## config.mk

```make
export PLATFORM = sky130hd
export DESIGN_NAME = game_sequencer_flat
export DESIGN_NICKNAME = d
export VERILOG_FILES = /design/src/rtl/game_sequencer_pkg.sv /design/src/rtl/game_sequencer_if.sv /design/src/rtl/game_sequencer_wdog.sv /design/src/rtl/game_sequencer.sv /design/src/flat_wrapper.sv
export SDC_FILE = /design/constraint.sdc
export NUM_CORES = 1
export LEC_CHECK = 0
export ABC_AREA = 0
export CORE_MARGIN = 5
export CORE_UTILIZATION = 60
export DETAILED_ROUTE_END_ITERATION = 10
export DONT_BUFFER_PORTS = 1
export GPL_TIMING_DRIVEN = 0
export PLACE_DENSITY = 0.81
export SYNTH_ARGS = -nofsm -noshare
export SYNTH_HDL_FRONTEND = slang
export SYNTH_SLANG_ARGS = --single-unit
```

## constraint.sdc

```tcl
create_clock -name clock -period 5.3 [get_ports clock]
set_input_delay 0.53 -clock clock [delete_from_list [all_inputs] [get_ports clock]]
set_output_delay 0.53 -clock clock [all_outputs]
set_load 0.05 [all_outputs]
```

## src/rtl/game_sequencer_pkg.sv

```systemverilog
// Shared state codes and constants for the
// per-frame game loop sequencer.
package game_pkg;

  typedef enum logic [3:0] {
    S_INIT          = 4'd0,
    S_IDLE          = 4'd1,
    S_GEN_MOVE      = 4'd2,
    S_CHECK_COLLIDE = 4'd3,
    S_LINK_ACTION   = 4'd4,
    S_MOVE_ENT      = 4'd5,
    S_DRAW_MAP      = 4'd6,
    S_DRAW_LINK     = 4'd7,
    S_DRAW_ENT      = 4'd8,
    S_PAUSE         = 4'd9,
    S_GAME_OVER     = 4'd10
  } state_t;

  localparam logic ON  = 1'b1;
  localparam logic OFF = 1'b0;

endpackage

```

## src/rtl/game_sequencer_if.sv

```systemverilog
// Draw-phase handshake between sequencer
// (master) and datapath draw engine (slave).
interface game_sequencer_if;

  logic draw_map;
  logic draw_link;
  logic draw_ent;
  logic draw_map_done;
  logic draw_link_done;
  logic draw_ent_done;

  modport master (
    output draw_map,
    output draw_link,
    output draw_ent,
    input  draw_map_done,
    input  draw_link_done,
    input  draw_ent_done
  );

  modport slave (
    input  draw_map,
    input  draw_link,
    input  draw_ent,
    output draw_map_done,
    output draw_link_done,
    output draw_ent_done
  );

endinterface

```

## src/rtl/game_sequencer_wdog.sv

```systemverilog
// Draw-wait watchdog: counts waiting cycles,
// flags expiry on the last allowed cycle.
module seq_watchdog #(
  parameter int unsigned WDOG_CYCLES = 2000000
) (
  input  logic clock,
  input  logic resetn,
  input  logic clear,
  input  logic enable,
  output logic expire
);

  localparam int CW = $clog2(WDOG_CYCLES);
  localparam logic [CW-1:0] LAST = CW'(WDOG_CYCLES - 1);

  logic [CW-1:0] cnt;

  always_ff @(posedge clock or negedge resetn) begin
    if (!resetn) begin
      cnt <= '0;
    end else if (clear) begin
      cnt <= '0;
    end else if (enable) begin
      cnt <= cnt + CW'(1);
    end
  end

  assign expire = enable & (cnt == LAST);

endmodule

```

## src/rtl/game_sequencer.sv

```systemverilog
// Per-frame game loop sequencer: phase FSM,
// entity channels, tick queueing, draw watchdog.
module game_sequencer
  import game_pkg::*;
#(
  parameter int N_ENT       = 4,
  parameter int IDX_W       = 2,
  parameter int FRAME_W     = 16,
  parameter int WDOG_CYCLES = 2000000
) (
  input  logic               clock,
  input  logic               resetn,
  input  logic               tick,
  input  logic               pause,
  input  logic               game_over,
  input  logic               restart,
  input  logic [N_ENT-1:0]   ent_alive,
  game_sequencer_if.master   dif,
  output logic [3:0]         state,
  output logic               init,
  output logic               idle,
  output logic               gen_move,
  output logic               check_collide,
  output logic               apply_act_link,
  output logic               move_ent,
  output logic [IDX_W-1:0]   ent_idx,
  output logic [FRAME_W-1:0] frame_count,
  output logic               tick_overrun,
  output logic               wdog_fault
);

  localparam logic [IDX_W-1:0] LAST = IDX_W'(N_ENT - 1);

  state_t               state_q, state_d;
  logic [IDX_W-1:0]     idx_q, idx_d;
  logic [FRAME_W-1:0]   frame_q, frame_d;
  logic                 pend_q, pend_d;
  logic                 ovr_q, ovr_d;
  logic                 wf_q, wf_d;
  logic                 alive;
  logic                 waiting;
  logic                 done;
  logic                 wd_exp;
  logic                 wd_hit;
  logic                 wd_clr;

  assign alive = ent_alive[idx_q];

  always_comb begin
    waiting = OFF;
    done    = OFF;
    unique case (1'b1)
      state_q == S_DRAW_MAP: begin
        waiting = ON;
        done    = dif.draw_map_done;
      end
      state_q == S_DRAW_LINK: begin
        waiting = ON;
        done    = dif.draw_link_done;
      end
      state_q == S_DRAW_ENT: begin
        waiting = alive;
        done    = alive & dif.draw_ent_done;
      end
      default: ;
    endcase
  end

  // a done arriving on the expiry cycle takes precedence
  assign wd_hit = wd_exp & ~done;
  assign wd_clr = ~waiting | done | (state_d != state_q);

  seq_watchdog #(
    .WDOG_CYCLES (WDOG_CYCLES)
  ) u_wdog (
    .clock  (clock),
    .resetn (resetn),
    .clear  (wd_clr),
    .enable (waiting),
    .expire (wd_exp)
  );

  always_comb begin
    state_d = state_q;
    idx_d   = idx_q;
    frame_d = frame_q;
    pend_d  = pend_q | tick;
    ovr_d   = tick & pend_q;
    wf_d    = OFF;
    case (state_q)
      S_INIT: state_d = S_DRAW_MAP;
      S_IDLE: begin
        if (game_over) begin
          state_d = S_GAME_OVER;
        end else if (pause) begin
          state_d = S_PAUSE;
        end else if (tick | pend_q) begin
          state_d = S_GEN_MOVE;
          pend_d  = tick & pend_q;
        end
      end
      S_GEN_MOVE:      state_d = S_CHECK_COLLIDE;
      S_CHECK_COLLIDE: state_d = S_LINK_ACTION;
      S_LINK_ACTION: begin
        state_d = S_MOVE_ENT;
        idx_d   = '0;
      end
      S_MOVE_ENT: begin
        if (idx_q == LAST) begin
          state_d = S_DRAW_MAP;
          idx_d   = '0;
        end else begin
          idx_d = idx_q + IDX_W'(1);
        end
      end
      S_DRAW_MAP: begin
        if (done) state_d = S_DRAW_LINK;
      end
      S_DRAW_LINK: begin
        if (done) begin
          state_d = S_DRAW_ENT;
          idx_d   = '0;
        end
      end
      S_DRAW_ENT: begin
        if (done | ~alive) begin
          if (idx_q == LAST) begin
            state_d = S_IDLE;
            idx_d   = '0;
            frame_d = frame_q + FRAME_W'(1);
          end else begin
            idx_d = idx_q + IDX_W'(1);
          end
        end
      end
      S_PAUSE: begin
        if (game_over) begin
          state_d = S_GAME_OVER;
        end else if (!pause) begin
          state_d = S_DRAW_MAP;
        end
      end
      S_GAME_OVER: begin
        if (restart) state_d = S_INIT;
      end
      default: state_d = S_INIT;
    endcase
    if (wd_hit) begin
      state_d = S_IDLE;
      idx_d   = '0;
      frame_d = frame_q;
      wf_d    = ON;
    end
  end

  always_ff @(posedge clock or negedge resetn) begin
    if (!resetn) begin
      state_q <= S_INIT;
      idx_q   <= '0;
      frame_q <= '0;
      pend_q  <= OFF;
      ovr_q   <= OFF;
      wf_q    <= OFF;
    end else begin
      state_q <= state_d;
      idx_q   <= idx_d;
      frame_q <= frame_d;
      pend_q  <= pend_d;
      ovr_q   <= ovr_d;
      wf_q    <= wf_d;
    end
  end

  assign state          = state_q;
  assign init           = state_q == S_INIT;
  assign idle           = state_q == S_IDLE;
  assign gen_move       = state_q == S_GEN_MOVE;
  assign check_collide  = state_q == S_CHECK_COLLIDE;
  assign apply_act_link = state_q == S_LINK_ACTION;
  assign move_ent       = (state_q == S_MOVE_ENT) & alive;
  assign dif.draw_map   = state_q == S_DRAW_MAP;
  assign dif.draw_link  = state_q == S_DRAW_LINK;
  assign dif.draw_ent   = (state_q == S_DRAW_ENT) & alive;
  assign ent_idx        = idx_q;
  assign frame_count    = frame_q;
  assign tick_overrun   = ovr_q;
  assign wdog_fault     = wf_q;

endmodule

```

## src/flat_wrapper.sv

```systemverilog
// flat-port wrapper written by rule: the top's interface ports become plain ports
module game_sequencer_flat import game_pkg::*;
#(
  parameter int N_ENT       = 4,
  parameter int IDX_W       = 2,
  parameter int FRAME_W     = 16,
  parameter int WDOG_CYCLES = 2000000
)
  (clock, resetn, tick, pause, game_over, restart, ent_alive, state, init, idle, gen_move, check_collide, apply_act_link, move_ent, ent_idx, frame_count, tick_overrun, wdog_fault, dif_draw_map, dif_draw_link, dif_draw_ent, dif_draw_map_done, dif_draw_link_done, dif_draw_ent_done);
  game_sequencer_if dif_i ();
  input  logic clock;
  input  logic resetn;
  input  logic tick;
  input  logic pause;
  input  logic game_over;
  input  logic restart;
  input  logic [N_ENT-1:0] ent_alive;
  output logic [3:0] state;
  output logic init;
  output logic idle;
  output logic gen_move;
  output logic check_collide;
  output logic apply_act_link;
  output logic move_ent;
  output logic [IDX_W-1:0] ent_idx;
  output logic [FRAME_W-1:0] frame_count;
  output logic tick_overrun;
  output logic wdog_fault;
  output wire logic [$bits(dif_i.draw_map)-1:0] dif_draw_map;
  output wire logic [$bits(dif_i.draw_link)-1:0] dif_draw_link;
  output wire logic [$bits(dif_i.draw_ent)-1:0] dif_draw_ent;
  input wire logic [$bits(dif_i.draw_map_done)-1:0] dif_draw_map_done;
  input wire logic [$bits(dif_i.draw_link_done)-1:0] dif_draw_link_done;
  input wire logic [$bits(dif_i.draw_ent_done)-1:0] dif_draw_ent_done;
  assign dif_draw_map = dif_i.draw_map;
  assign dif_draw_link = dif_i.draw_link;
  assign dif_draw_ent = dif_i.draw_ent;
  assign dif_i.draw_map_done = dif_draw_map_done;
  assign dif_i.draw_link_done = dif_draw_link_done;
  assign dif_i.draw_ent_done = dif_draw_ent_done;
  game_sequencer #(.N_ENT(N_ENT), .IDX_W(IDX_W), .FRAME_W(FRAME_W), .WDOG_CYCLES(WDOG_CYCLES)) u_core (.clock(clock), .resetn(resetn), .tick(tick), .pause(pause), .game_over(game_over), .restart(restart), .ent_alive(ent_alive), .dif(dif_i), .state(state), .init(init), .idle(idle), .gen_move(gen_move), .check_collide(check_collide), .apply_act_link(apply_act_link), .move_ent(move_ent), .ent_idx(ent_idx), .frame_count(frame_count), .tick_overrun(tick_overrun), .wdog_fault(wdog_fault));
endmodule
```

### Word-level counts from Yosys, hierarchy flattened

Index checks and enable logic that the tools add are counted.

| storage, ports and cells | value |
|---|---|
| word-level logic and storage cells | 75 |
| output and inout bits | 33 |
| register bits | 46 |
| input bits | 13 |

| operators by class | value |
|---|---|
| equal/unequal tests | 15 |
| $add $sub $neg | 3 |
| reductions and logical operators | 6 |
| order comparisons | 1 |
| mux-type cells | 29 |
| bitwise gates (word level) | 14 |

Operators by type and width:

| kind | count |
|---|---|
| 2-to-1 mux 4 bit | 12 |
| case mux 4 bit (11 select lines) | 1 |
| 2-to-1 mux 21 bit | 2 |
| adder 21 x 1 -> 21 bit, second input constant | 1 |
| == test 21 bit, second input constant | 1 |
| adder 16 x 1 -> 16 bit, second input constant | 1 |
| == test 4 x 3 -> 1 bit, second input constant | 4 |
| == test 4 bit, second input constant | 3 |
| == test 4 x 2 -> 1 bit, second input constant | 2 |
| 2-to-1 mux 2 bit | 4 |
| case mux 2 bit (4 select lines) | 1 |
| bitwise AND 1 bit | 6 |
| 2-to-1 mux 1 bit | 6 |
| != test 3 x 1 -> 1 bit, second input constant | 2 |
| nonzero test 5 bit | 1 |
| == test 4 x 1 -> 1 bit, second input constant | 1 |
| logical NOT 4 bit | 1 |
| != test 4 bit | 1 |
| NOT 1 bit | 4 |
| OR 1 bit | 4 |
| AND reduction 4 bit | 1 |
| < comparator 2 x 3 -> 1 bit, second input constant | 1 |
| case mux 1 bit (3 select lines) | 1 |
| AND reduction 3 bit | 1 |
| other kinds (6) | 6 |

### Longest topological paths before layout

| depth | value |
|---|---|
| depth after elaboration | 11 |
| depth in mapped cells | 7 |
| mapped depth without buffers | 5 |

### Cells and area by module

Synthesis repeated with hierarchy kept, for this count alone.

| unflattened totals | value |
|---|---|
| cell total of the unflattened synthesis | 288 |
| area total of the unflattened synthesis | 2693.8 sq um |

By module, submodules not included:

| module | seq. area each (sq um) | cells each | instances | area an instance (sq um) |
|---|---|---|---|---|
| game_sequencer | 625.6 | 169 | 1 | 1564.0 |
| seq_watchdog | 525.5 | 119 | 1 | 1129.8 |

### Least setup slack after synthesis

Ideal clock, no wire load.

| timing path | value |
|---|---|
| path type | register to output |
| start | reg u_core.state_q[1], in the netlist u_core.state[1] |
| end | out init |
| data required time | 4.770 ns |
| arrival time | 2.551 ns |
| path buffers | 2 |
| stages on the path, launching flop included | 4 |
| setup slack | 2.219 ns |
| cells stage by stage | dfrtp_1 buf_6 clkbuf_1 nor4_1 |

| on the way | value |
|---|---|
| cells in the longest elaborated chain, start to end | 1 |

RTL lines:

| element | RTL line | RTL |
|---|---|---|
| from (decl) | game_sequencer.sv:34 | `state_t state_q, state_d;` |
| from (signal assigned) | game_sequencer.sv:165 | `state_q <= state_d;` |
| logical NOT 4 bit | game_sequencer.sv:175 | `assign init = state_q == S_INIT;` |
| to (decl) | flat_wrapper.sv:19 | `output logic init;` |

No other way between the ends.

### Worst setup path in the final report

| timing path | value |
|---|---|
| start | reg u_core.state_q[2], in the netlist u_core.state[2] |
| end | out apply_act_link |

| on the way | value |
|---|---|
| cells in the longest elaborated chain, start to end | 1 |

RTL lines:

| element | RTL line | RTL |
|---|---|---|
| == test 4 x 3 -> 1 bit | game_sequencer.sv:179 | `assign apply_act_link = state_q == S_LINK_ACTION;` |
| to (decl) | flat_wrapper.sv:23 | `output logic apply_act_link;` |

No other way between the ends.

==> metrics.cfg <==
[drt]
final_antenna_net_count = 0
num_vias = 1993
post_drt_wl_per_cell_um = 15.7
vias_per_cell = 5.93
finalWirelength_um = 5290
drc_errors = 0
first_pass_iters = 4
drt-initial-drc-count = 147

[placement]
gp_congestion = 0.908
numPortBuffers = 0
post_dp_cell_area_um2 = 2720
dp_hpwl_um = 3780
dp.cells = 327

[grt]
gr-usage-all-layers_pct = 18.4
grt_pass1_wl_um = 8830
grt_max_degree = 47
grt_pass1_vias = 1855
antenna_found_initial = 0
grt_remaining_overflow = 0

[yosys]
syn_nets = 289
synth_cell_type_count = 56
synth_warnings = 0
seq_area_frac_synth_pct = 43.9
synthCells = 273
synth_top_cell_by_area = dfrtp_1
synth_edf_count = 0
postSynthAreaPerCell_um2 = 9.61
synth_top_area_share_pct = 43.9
synthesis.area_um2 = 2620
synth_ff_type = dfrtp_1
yosys_register_bits = 46
async_flop_share_pct = 100
ys_top_cells_by_area = dfrtp_1, xor2_1, nor2_1, nor3_1, nand3_1

[final_layout]
drive_gt1_share_pct = 13.0
nets = 299
fin_cells = 336
fin_area_um2 = 2830
mostFrequentLayoutCell = dfrtp_1
multiInputGateArea_um2 = 1380
syn_to_final_growth_pct = 7.96
finish.utilization_pct = 66.0
seq_area_um2 = 1150
diodes = 0
mostFrequentLayoutCells = dfrtp_1, nor2_1, xor2_1, nand2_1, nor3_1
n_fill_cell = 334

[clock_tree]
cts_max_path_buffers = 2
cts_max_level = 2
cts_buffers = 5
postCtsSetupRepairBufs = 0
cts_tree = yes
clock_latency_ns = 0.31
cts.reportedPaths.clkPinSlew_ns = 0.10
root_buffer = clkbuf_8
clock_sinks = 46

[timing]
worst_pin_slew_ns = 1.44
skew_ns = 0.0146
fmax_ghz = 0.282
finalSetupTns_ns = 0
slew_viol_final = 0
period_minus_slack_ns = 3.55
setup_violations = 0
grt_setup_unrepaired = no
slew-limit-headroom_pct = 3.00
hold_viol = 0
finalCritPeriodShare_pct = 66.9

[pwr]
powerDensity_nw_per_um2 = 416
p_leak_uw = 0.00120
peakVddDrop_mv = 0.226

[floorplan]
die_area_um2 = 5800
die_x_um = 76.1
coreArea_um2 = 4290
ioPinCount = 46
row_count = 24
initial_core_util_pct = 61.1
die_h_um = 76.1

[setup_path]
start_kind = flip-flop
critical_path_arrival_ns = 3.02
crit_required_ns = 4.77
setup.worst_path.end_class = primary output
criticalPathCategory = flip-flop to primary output
critPathMaxFanout = 10

[run]
maxCapViolCount = 0

[min_path]
min_path_type = primary input to asynchronous set/reset pin

[run_status]
status = finished clean

## synthesized netlist by cell type, drive strengths merged, types with 2 or more instances
cell type / number
dfrtp: 46
nor2: 38
xor2: 24
nand2: 18
nor3: 17
nand3: 14
inv: 9
a21oi: 8
buf: 8
xnor2: 8
nand4: 7
o21ai: 6
and3: 5
mux2i: 5
nand2b: 5
and2: 4
clkbuf: 4
nor4: 4
nor4b: 4
ha: 3
nor2b: 3
a211oi: 2
a21o: 2
a31oi: 2
maj3: 2
mux2: 2
o21a: 2
o22ai: 2
or2: 2
or3: 2
## worst max-delay path, stage by stage (launching register included)
cell and delay [ns]:
dfrtp_1 0.65, buf_2 0.31, buf_1 0.39, nand2b_1 0.23
nor3_1 1.14
## final cells by class
| type | count | area share [%] |
|---|---|---|
| multi-input cells | 206 | 48.9 |
| plain buffers | 12 | 2.34 |
| repair buffers | 3 | 1.50 |
| clock buffers | 5 | 2.43 |
| clock inverters | 3 | 0.751 |
| inverters | 9 | 1.19 |
| flip-flops and latches | 46 | 40.6 |
| well taps | 52 | 2.30 |
## through the flow
step                      worst slack [ns]  power [uW]  hold WS, ns
after floorplan                       2.22         869        0.234
after global placement                2.06         941        0.235
after detailed placement              2.11         957        0.235
after CTS                             1.76        1180       0.0557
after global routing                  1.60        1250       0.0503
final                                 1.75        1180       0.0595
## what timing repair did
action | in CTS | in global routing
resized for setup | 0 | 0
hold buffers | 1 | 0
endpoints found under the hold margin | 46 | 0
## per-layer routing
metal,wire length (um),GRT usage [%],vias up
li1,-,-,964
met1,2290,23.1,965
met2,2650,30.0,57
met3,282,6.03,7
met4,70,5.77,0
met5,0,0,-
## where the power goes
part	total, uW	internal, uW	leakage (uW)	switching [uW]
Sequential	488	375	0.000617	113
Clock	217	92.7	0.0000441	124
Combinational	474	152	0.000539	322
## flip-flops by register name, indices dropped and copies added, names as in the netlist
signal and count:
u_core.pend_q 1, u_core.frame_count 16, u_core.ent_idx 2, u_core.tick_overrun 1, u_core.wdog_fault 1, u_core.state 4, u_core.u_wdog.cnt 21
## cell families after synthesis
group | synth area share [%]
mux | 2.77
xor+xnor | 10.7
flops | 43.9
compound gates | 10.3
fa+ha+maj | 2.19
simple gates | 26.4
buf+inv | 3.81
## final timing paths
kind	endpoint	slack (ns)	depth (start not counted)	startpoint
max	apply_act_link	1.75	4	u_core.state[2]
min	u_core.frame_count[3]	0.06	1	resetn
max reg2reg	u_core.pend_q	2.83	5	u_core.state[0]
min reg2reg	u_core.u_wdog.cnt[0]	0.52	1	u_core.u_wdog.cnt[0]
max in group asynchronous	u_core.u_wdog.cnt[1]	5.04	1	resetn
min in group clock	u_core.tick_overrun	0.36	1	tick
No activity file was read; power rests on OpenSTA's default activity.
